[src/rtl/pipe_issue_ctrl.sv]
// In-order issue controller for the 4-stage pipe: instruction FIFO, RAW scoreboard, illegal-opcode drop, drain/flush.
// Define PIPE_ISSUE_STATS_EN to add the saturating issue_cnt/stall_cnt statistics ports.
module pipe_issue_ctrl #(
  parameter int DEPTH   = 4,
  parameter int HAZ_WIN = 3
) (
  input  logic        clk,
  input  logic        rst_n,
  input  logic        in_valid,
  output logic        in_ready,
  input  logic [3:0]  in_rs1,
  input  logic [3:0]  in_rs2,
  input  logic [3:0]  in_rd,
  input  logic [3:0]  in_func,
  input  logic [7:0]  in_addr,
  output logic        iss_valid,
  output logic [3:0]  iss_rs1,
  output logic [3:0]  iss_rs2,
  output logic [3:0]  iss_rd,
  output logic [3:0]  iss_func,
  output logic [7:0]  iss_addr,
  input  logic        flush,
  output logic        done,
  output logic        busy,
  output logic        err
`ifdef PIPE_ISSUE_STATS_EN
  ,
  output logic [15:0] issue_cnt,
  output logic [15:0] stall_cnt
`endif
);
  localparam int AW = $clog2(DEPTH);

  typedef enum logic [1:0] {IDLE, RUN, STALL, DRAIN} state_t;
  state_t state;

  logic [23:0]        fifo_mem [DEPTH];
  logic [AW:0]        wr_ptr, rd_ptr, count, count_next;
  logic [HAZ_WIN-1:0] sb_v;
  logic [3:0]         sb_rd [HAZ_WIN];

  logic [3:0] head_rs1, head_rs2, head_rd, head_func;
  logic [7:0] head_addr;
  logic       head_valid, illegal, hazard, push, do_pop, do_issue, do_stall;
  logic       sb_busy_next, empty_next;

  assign {head_rs1, head_rs2, head_rd, head_func, head_addr} = fifo_mem[rd_ptr[AW-1:0]];
  assign count      = wr_ptr - rd_ptr;
  assign head_valid = (count != '0);
  assign illegal    = (head_func >= 4'd12);
  assign in_ready   = (count != (AW+1)'(DEPTH)) && (state != DRAIN);
  assign busy       = (state != IDLE);

  always_comb begin
    hazard = 1'b0;
    for (int i = 0; i < HAZ_WIN; i++)
      if (sb_v[i] && (sb_rd[i] == head_rs1 || sb_rd[i] == head_rs2)) hazard = 1'b1;
  end

  assign push     = in_valid && in_ready;
  assign do_issue = head_valid && !illegal && !hazard;
  assign do_stall = head_valid && !illegal && hazard;
  assign do_pop   = head_valid && (illegal || !hazard);

  // Look one edge ahead so IDLE and done are reached as the last scoreboard slot drains.
  always_comb begin
    sb_busy_next = do_issue;
    for (int i = 0; i < HAZ_WIN - 1; i++) sb_busy_next = sb_busy_next | sb_v[i];
  end

  assign count_next = count + (AW+1)'(push) - (AW+1)'(do_pop);
  assign empty_next = (count_next == '0) && !sb_busy_next;

  always_ff @(posedge clk) begin
    if (push) fifo_mem[wr_ptr[AW-1:0]] <= {in_rs1, in_rs2, in_rd, in_func, in_addr};
  end

  always_ff @(posedge clk or negedge rst_n) begin
    if (!rst_n) begin
      state     <= IDLE;
      wr_ptr    <= '0;
      rd_ptr    <= '0;
      sb_v      <= '0;
      for (int i = 0; i < HAZ_WIN; i++) sb_rd[i] <= '0;
      iss_valid <= 1'b0;
      iss_rs1   <= '0;
      iss_rs2   <= '0;
      iss_rd    <= '0;
      iss_func  <= '0;
      iss_addr  <= '0;
      done      <= 1'b0;
      err       <= 1'b0;
    end else begin
      if (push)   wr_ptr <= wr_ptr + 1'b1;
      if (do_pop) rd_ptr <= rd_ptr + 1'b1;
      if (head_valid && illegal) err <= 1'b1;

      // Bubbles shift an invalid slot so older destinations age out at the same rate.
      sb_v[0]  <= do_issue;
      sb_rd[0] <= head_rd;
      for (int i = 1; i < HAZ_WIN; i++) begin
        sb_v[i]  <= sb_v[i-1];
        sb_rd[i] <= sb_rd[i-1];
      end

      iss_valid <= do_issue;
      if (do_issue) begin
        iss_rs1  <= head_rs1;
        iss_rs2  <= head_rs2;
        iss_rd   <= head_rd;
        iss_func <= head_func;
        iss_addr <= head_addr;
      end

      done <= 1'b0;
      case (state)
        IDLE: begin
          if (flush)     state <= DRAIN;
          else if (push) state <= RUN;
        end
        RUN, STALL: begin
          if (flush)           state <= DRAIN;
          else if (do_stall)   state <= STALL;
          else if (empty_next) state <= IDLE;
          else                 state <= RUN;
        end
        DRAIN: begin
          if (empty_next) begin
            done  <= 1'b1;
            state <= IDLE;
          end
        end
        default: state <= IDLE;
      endcase
    end
  end

`ifdef PIPE_ISSUE_STATS_EN
  // Statistics stop at all-ones instead of wrapping.
  always_ff @(posedge clk or negedge rst_n) begin
    if (!rst_n) begin
      issue_cnt <= '0;
      stall_cnt <= '0;
    end else begin
      if (do_issue && issue_cnt != 16'hFFFF) issue_cnt <= issue_cnt + 16'd1;
      if (do_stall && stall_cnt != 16'hFFFF) stall_cnt <= stall_cnt + 16'd1;
    end
  end
`else
  // No statistics registers in this build; issue and stall decisions are unchanged.
`endif

endmodule

[config.mk]
export PLATFORM = sky130hd
export DESIGN_NAME = pipe_issue_ctrl
export DESIGN_NICKNAME = d
export VERILOG_FILES = /design/src/rtl/pipe_issue_ctrl.sv
export SDC_FILE = /design/constraint.sdc
export NUM_CORES = 1
export LEC_CHECK = 0
export BUFFER_PORTS_ARGS = -buffer_cell sky130_fd_sc_hd__buf_2
export CAP_MARGIN = 5
export CORE_MARGIN = 1.5
export CORE_UTILIZATION = 35
export CTS_CLUSTER_DIAMETER = 150
export DETAILED_ROUTE_END_ITERATION = 12
export PLACE_DENSITY = 0.59
export SLEW_MARGIN = 15
export SYNTH_ARGS = -nofsm -noshare
export SYNTH_HDL_FRONTEND = slang
export SYNTH_SLANG_ARGS = --single-unit
[constraint.sdc]
create_clock -name clk -period 8.3 [get_ports clk]
set_input_delay 1.245 -clock clk [delete_from_list [all_inputs] [get_ports clk]]
set_output_delay 1.245 -clock clk [all_outputs]
set_load 0.02 [all_outputs]
==> results.json, run 1 <==
{
  "holdCritPathClass": "reg -> reg",
  "crit_slowest_cell": "dfrtp_2",
  "min-delay-start": "sb_v[1]$_DFF_PN0_",
  "grt_first_pass_wirelength_um": 17280,
  "maxCapViolCount": 0,
  "p_per_area_nw_per_um2": 477.8,
  "synth_edf_count": 96,
  "min_period_over_period_pct": 65.03,
  "finalWeightedCongestion": 0.7183,
  "drt_pass1_iterations": 7,
  "cp_max_fo": 27,
  "clk_pin_slew_ns": 0.06,
  "cts.sink_count": 145,
  "dp.final_hpwl_um": 6623,
  "required_ns": 8.59,
  "worst_slack_ns": 2.903,
  "synthCells": 301,
  "synth_flop_cell": "edfxtp_1",
  "cts_tree": "yes",
  "whs_path_depth": 0,
  "die_width_um": 131.3,
  "syn_nets": 341,
  "num_vias": 2809,
  "max_slew_margin_pct": 35.75,
  "rr_endpoint": "state[0]$_DFFE_PN0P_",
  "chipHeight_um": 131.3,
  "postRouteAntennaNets": 0,
  "yosys_warnings": 0,
  "fin_crit_ns": 5.397,
  "core.rowCount": 46,
  "endpoint_kind": "flip-flop",
  "fin_hold_ws_ns": 0.4322,
  "critPathLaunchType": "flip-flop",
  "io_pins": 57,
  "r2r_cells": 18,
  "cp_cell_sequence": "mux4_2, xnor2_1, nand4_1, o41ai_1, a222oi_1, o21ai_1, inv_1, ha_1, inv_1, ha_1, inv_1, fa_1, xnor2_1, xnor2_1, nor4_1, o32ai_1, a221o_1, o311a_1",
  "numCtsBuffers": 17,
  "fin_skew_ns": 0.01040,
  "drc": 0,
  "cts_resized": 0,
  "clk_latency_ns": 0.41,
  "htreeDepth": 4,
  "synth_seq_area_share_pct": 71.28,
  "drv_slew": 0,
  "max_stage_delay_ns": 0.98,
  "rsz0062_at_grt": "no",
  "yosys.area_share.xor_xnor_pct": 4.862,
  "setup_violations": 0,
  "cts_hold_buf": 0,
  "synth_seq_cells": 145,
  "numPortBuffers": 56,
  "reg2reg_slack_ns": 2.90,
  "synth_top_area_share_pct": 50.01,
  "synth_top_cell_by_area": "edfxtp_1",
  "critPathKind": "reg -> reg",
  "crit_buf_inv": 3,
  "tightest_slew_ns": 0.9637,
  "min_to": "sb_v[2]$_DFF_PN0_",
  "setup-tns-final_ns": 0,
  "synth_area_um2": 5764,
  "cellLeakagePower_uw": 0.002559,
  "synth.top_cells.by_area": "edfxtp_1, dfrtp_1, mux4_2, mux2_1, xnor2_1",
  "viasPerCell": 4.658,
  "fmax_ghz": 0.1853,
  "pre_cts_ws_ns": 2.860,
  "start_util_pct": 36.03,
  "ys_types": 40,
  "arrival_ns": 5.69,
  "yosys.area_share.simple_pct": 2.127,
  "crit_family": "compound AO/OA/AOI/OAI gates",
  "clockRootBuffer": "clkbuf_16",
  "avgSynthCellArea_um2": 19.15,
  "fin_nets": 414,
  "ir_drop_v": 0.0002716,
  "totalWireLength_um": 10450,
  "gr-total-overflow": 0,
  "wire_per_inst_um": 17.33,
  "drt_iter0_drc": 144,
  "grt_max_degree": 50,
  "antennaDiodeCount": 0,
  "cts.path.max_buffers": 2,
  "antenna_found_initial": 0,
  "dieArea_um2": 17250,
  "drive_gt1_share_pct": 32.04,
  "async_flop_share_pct": 33.79,
  "rr_startpoint": "rd_ptr[0]$_DFFE_PN0P_",
  "synth_top_family_by_area": "multiplexers",
  "synth_fa_ha_area_share_pct": 2.865,
  "cts_setup_buffers": 0,
  "area_growth_pct": 19.21,
  "status": "complete, no violations",
  "core_um2": 16000,
  "first_global_vias": 3213,
  "fillers": 1458,
  "grt_usage_pct": 13.27,
  "finalHoldViolations": 0,
  "p_total_uw": 3283,
  "synth_compound_gate_area_share_pct": 2.388,
  "synth_mux_area_share_pct": 14.26
}
## cell type report
cell class                      instances  area [um^2]  share of cell area, %
Multi-Input combinational cell        133         1528                  22.23
Sequential cell                       145         4110                  59.81
Clock inverter                         11        130.1                  1.894
Clock buffer                           21        450.4                  6.555
Inverter                               15        57.56                 0.8376
Tap cell                              216        270.3                  3.933
Timing Repair Buffer                   62        325.3                  4.734
## placed cells by master (no fill, tap or decap), types with 6 or more instances in the layout
cell type	count
mux2_1	19
mux4_2	24
edfxtp_1	96
buf_2	56
mux2_2	6
inv_1	14
ha_1	10
xnor2_1	18
buf_4	6
clkbuf_16	17
xor2_1	14
dfrtp_1	48
## worst max-delay path by stage
stage,from,endpoint,cells past startpoint
after floorplan,rd_ptr[1]$_DFFE_PN0P_,state[0]$_DFFE_PN0P_,21
after global placement,rd_ptr[0]$_DFFE_PN0P_,state[0]$_DFFE_PN0P_,18
after detailed placement,rd_ptr[0]$_DFFE_PN0P_,state[0]$_DFFE_PN0P_,18
after CTS,rd_ptr[0]$_DFFE_PN0P_,state[0]$_DFFE_PN0P_,18
after global routing,rd_ptr[0]$_DFFE_PN0P_,state[0]$_DFFE_PN0P_,18
final,rd_ptr[0]$_DFFE_PN0P_,state[0]$_DFFE_PN0P_,18
## per-layer routing
layer / part of all wire [%] / vias up / GRT usage, %
met1: 43 / 1450 / 15.82
met3: 3.8 / 7 / 3.549
met2: 52 / 56 / 22.69
met5: 0 / - / 0
li1: - / 1296 / -
met4: 0.98 / 0 / 5.741
## cell usage after synthesis, drive strengths merged (2+ instances only)
| library cell | count |
|---|---|
| fa | 2 |
| mux4 | 24 |
| and3 | 5 |
| nand4 | 3 |
| inv | 14 |
| o21ai | 4 |
| edfxtp | 96 |
| nand2 | 6 |
| xor2 | 14 |
| and2 | 2 |
| o41ai | 3 |
| buf | 7 |
| ha | 10 |
| nand2b | 2 |
| mux2 | 25 |
| xnor2 | 18 |
| a31oi | 2 |
| dfrtp | 49 |
## power by group
group	switching [uW]	leakage (uW)	internal, uW	total (uW)
combinational	726	0.000845	633	1360
clock	286	0.000270	453	739
sequential	156	0.00144	1030	1190
## worst register-to-register path, stage by stage, from the launching register on
cell and delay, ns:
dfrtp_2 0.98, mux4_2 0.68, xnor2_1 0.16, nand4_1 0.09
o41ai_1 0.09, a222oi_1 0.87, o21ai_1 0.24, inv_1 0.11
ha_1 0.22, inv_1 0.06, ha_1 0.13, inv_1 0.05
fa_1 0.37, xnor2_1 0.15, xnor2_1 0.14, nor4_1 0.32
o32ai_1 0.24, a221o_1 0.31, o311a_1 0.11
## cells by family after synthesis
logic type	after synthesis
xor+xnor	32
simple gates	22
fa+ha+maj	12
compound gates	18
buf+inv	23
flops	145
mux	49
## flip-flops by register name (all words and copies together), names as in the netlist
| name | count |
|---|---|
| done | 1 |
| err | 1 |
| fifo_mem | 96 |
| iss_addr | 8 |
| iss_func | 4 |
| iss_rd | 4 |
| iss_rs1 | 4 |
| iss_rs2 | 4 |
| rd_ptr | 3 |
| sb_rd | 12 |
| sb_v | 3 |
| state | 2 |
| wr_ptr | 3 |
## per-stage QoR
step / cells / util, % / area, um^2
3_3_place_gp: 571 / 39.32 / 6291
5_1_grt: 603 / 42.95 / 6872
4_1_cts: 603 / 42.95 / 6872
6_report: 603 / 42.95 / 6872
3_5_place_dp: 571 / 39.32 / 6291
2_1_floorplan: 301 / - / 5764
Power figures use the tool's default switching activity.
==> run 2, diff against run 1 <==
--- a/config.mk
+++ b/config.mk
@@ -5,13 +5,14 @@
 export SDC_FILE = /design/constraint.sdc
 export NUM_CORES = 1
 export LEC_CHECK = 0
+export ABC_AREA = 1
 export BUFFER_PORTS_ARGS = -buffer_cell sky130_fd_sc_hd__buf_2
 export CAP_MARGIN = 5
 export CORE_MARGIN = 1.5
 export CORE_UTILIZATION = 35
 export CTS_CLUSTER_DIAMETER = 150
 export DETAILED_ROUTE_END_ITERATION = 12
-export PLACE_DENSITY = 0.59
+export PLACE_DENSITY = 0.61
 export SLEW_MARGIN = 15
 export SYNTH_ARGS = -nofsm -noshare
 export SYNTH_HDL_FRONTEND = slang
==> constraint.sdc (replaced) <==
create_clock -name clk -period 4.5 [get_ports clk]
set_input_delay 0.675 -clock clk [delete_from_list [all_inputs] [get_ports clk]]
set_output_delay 0.675 -clock clk [all_outputs]
set_load 0.02 [all_outputs]
==> results.json, run 2 <==
{
  "status": "complete, no violations",
  "clk_latency_ns": 0.42,
  "drive_gt1_share_pct": 18.46,
  "drc": 0,
  "cts_setup_buffers": 0,
  "clk_pin_slew_ns": 0.06,
  "largest_reg_flops": 96,
  "route.met2.wl_um": 5965,
  "synth_seq_cells": 145,
  "num_vias": 4090,
  "max_stage_delay_ns": 0.44,
  "critPathKind": "reg -> reg",
  "yosys_warnings": 0,
  "critPathLaunchType": "flip-flop",
  "maxCapViolCount": 0,
  "numPortBuffers": 56,
  "cp_max_fo": 24,
  "holdCritPathClass": "in -> async",
  "antennaDiodeCount": 0,
  "wl_met3_um": 878,
  "min_period_over_period_pct": 89.91,
  "core.rowCount": 47,
  "arrival_ns": 4.35,
  "start_util_pct": 36.19,
  "area_growth_pct": 19.73,
  "crit_top_cell": "nand2_1",
  "dp.cells": 811,
  "setup_violations": 0,
  "layout_common_cells": "nand2_1, edfxtp_1, buf_2",
  "chipHeight_um": 134.4,
  "syn_nets": 582,
  "ys_types": 32,
  "rsz0062_at_grt": "no",
  "grt_max_degree": 50,
  "cts.path.max_buffers": 2,
  "gr-total-overflow": 0,
  "first_global_vias": 4055,
  "grt_first_pass_wirelength_um": 20960,
  "layoutNonFillerInstCount": 843,
  "die_width_um": 134.4,
  "wire_per_inst_um": 15.24,
  "synth_top_cell_by_area": "edfxtp_1",
  "fmax_ghz": 0.2472,
  "totalWireLength_um": 12850,
  "fin_nets": 650,
  "numCtsBuffers": 17,
  "synth_top_area_share_pct": 47.69,
  "drt_iter0_drc": 373,
  "antenna_found_initial": 0,
  "dieArea_um2": 18070,
  "synth_seq_area_share_pct": 67.98,
  "synth.cells.most_frequent": "nand2_1, edfxtp_1, dfrtp_1",
  "synthCells": 542,
  "finalWeightedCongestion": 0.8350,
  "htreeDepth": 4,
  "yosysMostFrequentCell": "nand2_1",
  "endpoint_kind": "flip-flop",
  "final_common_cell": "nand2_1",
  "cts_tree": "yes",
  "async_flop_share_pct": 33.79,
  "viasPerCell": 4.852,
  "cts.sink_count": 145,
  "fin_crit_ns": 4.046,
  "grt_usage_pct": 15.33,
  "drv_slew": 0,
  "crit_slowest_cell": "dfrtp_1",
  "synth_area_um2": 6045,
  "fin_skew_ns": 0.008583,
  "avgSynthCellArea_um2": 11.15,
  "required_ns": 4.80,
  "wl_met1_um": 5857,
  "dp.final_hpwl_um": 8330,
  "io_pins": 57,
  "routed.top_layer": "met4",
  "core_um2": 16700,
  "postRouteAntennaNets": 0,
  "synth_edf_count": 96,
  "drt_pass1_iterations": 5,
  "synth.top_cells.by_area": "edfxtp_1, dfrtp_1, nand2_1, nand3_1, inv_1",
  "tightest_slew_ns": 0.7015,
  "clockRootBuffer": "clkbuf_16",
  "max_slew_margin_pct": 53.14,
  "finalHoldViolations": 0,
  "synth_flop_cell": "edfxtp_1",
  "setup-tns-final_ns": 0
}
-- run 2: cell types whose count changed after synthesis, moves of 21 or more --
cell	delta
nand2_1	+167
nand3_1	+41
nor2_1	+30
mux4_2	-24
o21ai_1	+23
inv_1	+21
-- run 2: worst paths after layout --
path	startpoint	to	slack [ns]	cells past startpoint
setup reg to reg	rd_ptr[0]$_DFFE_PN0P_	state[1]$_DFFE_PN0P_	0.45	27
hold / removal	rst_n	iss_rs2[1]$_DFFE_PN0P_	0.37	2
min in group clk	sb_rd[8]$_DFF_PN0_	sb_rd[4]$_DFF_PN0_	0.43	0
max in group asynchronous	rst_n	iss_addr[2]$_DFFE_PN0P_	3.65	2
hold reg to reg	sb_rd[8]$_DFF_PN0_	sb_rd[4]$_DFF_PN0_	0.43	0
setup / recovery	rd_ptr[0]$_DFFE_PN0P_	state[1]$_DFFE_PN0P_	0.45	27
-- run 2: critical path, delay by kind of cell (launching register included) --
family	cells	cell delay [ns]
DFF	1	0.44
buffers and inverters	4	0.47
adders and majority gates	3	0.76
xor gates and xnor gates	2	0.35
and+or+nand+nor	15	1.62
AOI/OAI and AO/OA	3	0.27
-- run 2: area by class of cell --
type / count / area (um^2)
Clock buffer: 18 / 439.2
Clock inverter: 14 / 190.2
Fill cell: 1565 / 9464
Inverter: 37 / 141.4
Multi-Input combinational cell: 342 / 1719
Sequential cell: 145 / 4109
Tap cell: 220 / 275.3
Timing Repair Buffer: 67 / 362.8
-- run 2: metrics by stage --
step,area (um^2),util (%),setup WS (ns),hold WS [ns]
after floorplan,6045,-,0.5502,0.3741
final,7237,43.33,0.4539,0.3741
after global routing,7237,43.33,0.07358,0.4368
after CTS,7228,43.28,0.3926,0.3995
after global placement,6599,39.51,0.5261,0.4122
after detailed placement,6599,39.51,0.4139,0.4133
-- run 2: cell families (layout without fill, tap and decap cells) --
group,count (synthesis),count (layout),share of synthesized area (%)
AND/OR/NAND/NOR,254,254,17.33
adder cells (fa/ha/maj),12,12,2.732
AO/OA/AOI/OAI,66,66,6.645
XOR/XNOR,9,9,1.304
multiplexers,1,1,0.1656
buffers and inverters,55,136,3.850
flip-flops,145,145,67.98
-- run 2: timing repair --
| item | CTS | global route |
|---|---|---|
| hold endpoints to repair | 0 | 0 |
| hold buffers | 0 | 0 |
| endpoints found under the setup margin | 0 | 2 |
| gates resized for setup | 0 | 3 |
-- run 2: routing by layer --
layer	up-vias	track usage, %
li1	1980	-
met1	1969	20.33
met2	126	24.64
met3	15	4.271
met4	0	4.480
met5	-	0
Power of run 2 is not shown: default switching activity piles up to over one toggle a cycle in this logic, so the estimate is an artifact.
==> run 3, diff against run 2 <==
--- a/config.mk
+++ b/config.mk
@@ -9,10 +9,10 @@
 export BUFFER_PORTS_ARGS = -buffer_cell sky130_fd_sc_hd__buf_2
 export CAP_MARGIN = 5
 export CORE_MARGIN = 1.5
-export CORE_UTILIZATION = 35
+export CORE_UTILIZATION = 50
 export CTS_CLUSTER_DIAMETER = 150
 export DETAILED_ROUTE_END_ITERATION = 12
-export PLACE_DENSITY = 0.61
+export PLACE_DENSITY = 0.79
 export SLEW_MARGIN = 15
 export SYNTH_ARGS = -nofsm -noshare
 export SYNTH_HDL_FRONTEND = slang
==> results.json, run 3 (synthesized netlist as in run 2, its figures left out) <==
{
  "maxCapViolCount": 0,
  "grt_usage_pct": 20.62,
  "first_global_vias": 4195,
  "setup_violations": 0,
  "die_width_um": 113.0,
  "drv_slew": 0,
  "drt_pass1_iterations": 6,
  "clk_latency_ns": 0.42,
  "rr_startpoint": "rd_ptr[0]$_DFFE_PN0P_",
  "grt_first_pass_wirelength_um": 19890,
  "numCtsBuffers": 17,
  "fin_skew_ns": 0.008183,
  "cts_tree": "yes",
  "critPathLaunchType": "flip-flop",
  "dp.final_hpwl_um": 8024,
  "final_common_cell": "nand2_1",
  "fmax_ghz": 0.2441,
  "htreeDepth": 4,
  "min_period_over_period_pct": 91.02,
  "postRouteAntennaNets": 0,
  "r2r_cells": 21,
  "drt_iter0_drc": 322,
  "fillers": 892,
  "wire_per_inst_um": 16.42,
  "endpoint_kind": "flip-flop",
  "core.rowCount": 39,
  "arrival_ns": 4.40,
  "reg2reg_slack_ns": 0.40,
  "cts.sink_count": 145,
  "holdCritPathClass": "in -> async",
  "drc": 0,
  "worst_slack_ns": 0.4039,
  "finalWeightedCongestion": 0.8754,
  "clk_pin_slew_ns": 0.06,
  "dieArea_um2": 12760,
  "antenna_found_initial": 0,
  "cts.path.max_buffers": 2,
  "viasPerCell": 5.421,
  "clockRootBuffer": "clkbuf_16",
  "chipHeight_um": 113.0,
  "area_growth_pct": 17.64,
  "totalWireLength_um": 12600,
  "gr-total-overflow": 0,
  "startpoint": "rd_ptr[0]$_DFFE_PN0P_",
  "status": "complete, no violations",
  "tightest_slew_ns": 0.7025,
  "max_slew_margin_pct": 53.08,
  "drive_gt1_share_pct": 18.30,
  "fin_crit_ns": 4.096,
  "finalHoldViolations": 0,
  "pre_cts_ws_ns": 0.4093,
  "core_um2": 11610,
  "start_util_pct": 52.05,
  "fin_nets": 650,
  "io_pins": 57,
  "critPathKind": "reg -> reg",
  "numPortBuffers": 56,
  "largest_reg_flops": 96,
  "layout_common_cells": "nand2_1, edfxtp_1, buf_2",
  "rr_endpoint": "state[0]$_DFFE_PN0P_",
  "cp_max_fo": 19,
  "grt_max_degree": 50,
  "setup.worst_path.end": "state[0]$_DFFE_PN0P_",
  "dp.cells": 734,
  "required_ns": 4.81,
  "num_vias": 4158,
  "layoutNonFillerInstCount": 767
}
## run 3: repair_timing
item	CTS	global route
setup buffers	0	0
hold buffers	0	0
resized for setup	0	3
setup endpoints to repair	0	2
## run 3: per-layer routing
metal | GRT usage [%] | share of wire, % | up-vias
met5 | 0 | 0 | -
li1 | - | - | 1984
met1 | 25.29 | 42 | 1994
met4 | 7.833 | 1.9 | 0
met3 | 6.320 | 6.9 | 27
met2 | 34.63 | 49 | 153
## run 3: worst max-delay path, stage by stage (launching register included)
cell	delay (ns)
dfrtp_1	0.43
buf_4	0.26
ha_1	0.18
inv_1	0.05
fa_1	0.52
nor3_1	0.32
inv_1	0.11
nand2_2	0.11
inv_1	0.07
ha_1	0.26
inv_1	0.05
ha_1	0.13
inv_1	0.05
fa_1	0.37
xor2_1	0.16
xor2_1	0.16
nor4_1	0.27
nand2_1	0.13
nand2_1	0.13
nand2_1	0.09
nand2_1	0.07
o21ai_1	0.06
## run 3: area by class of cell
class	instances	area [um^2]	share of cell area, %
timing repair buffer	67	366.6	5.156
clock buffer	19	452.9	6.370
clock inverter	13	146.4	2.059
multi-input combinational	342	1713	24.09
antenna	1	2.502	0.03519
sequential	145	4109	57.79
inverter	37	141.4	1.988
tap	143	178.9	2.516
## run 3: worst min-delay path by stage
| stage | startpoint | end | slack [ns] | depth (start not counted) |
|---|---|---|---|---|
| detailed placement | sb_rd[9]$_DFF_PN0_ | sb_rd[5]$_DFF_PN0_ | 0.40 | 0 |
| finish | rst_n | sb_rd[7]$_DFF_PN0_ | 0.36 | 2 |
| floorplan | sb_rd[9]$_DFF_PN0_ | sb_rd[5]$_DFF_PN0_ | 0.37 | 0 |
| global placement | sb_rd[9]$_DFF_PN0_ | sb_rd[5]$_DFF_PN0_ | 0.40 | 0 |
| CTS | rst_n | sb_rd[7]$_DFF_PN0_ | 0.39 | 2 |
| global route | sb_rd[9]$_DFF_PN0_ | sb_rd[5]$_DFF_PN0_ | 0.43 | 0 |
## run 3: stage by stage
stage / hold slack [ns] / area, um^2 / TNS (ns) / util, %
after floorplan: 0.3741 / 6045 / 0 / -
after global placement: 0.3977 / 6502 / 0 / 55.99
after detailed placement: 0.3967 / 6502 / 0 / 55.99
after CTS: 0.3905 / 7102 / 0 / 61.15
after global routing: 0.4306 / 7108 / -0.01725 / 61.20
final: 0.3634 / 7111 / 0 / 61.23
Power of run 3 is left out for the same reason.
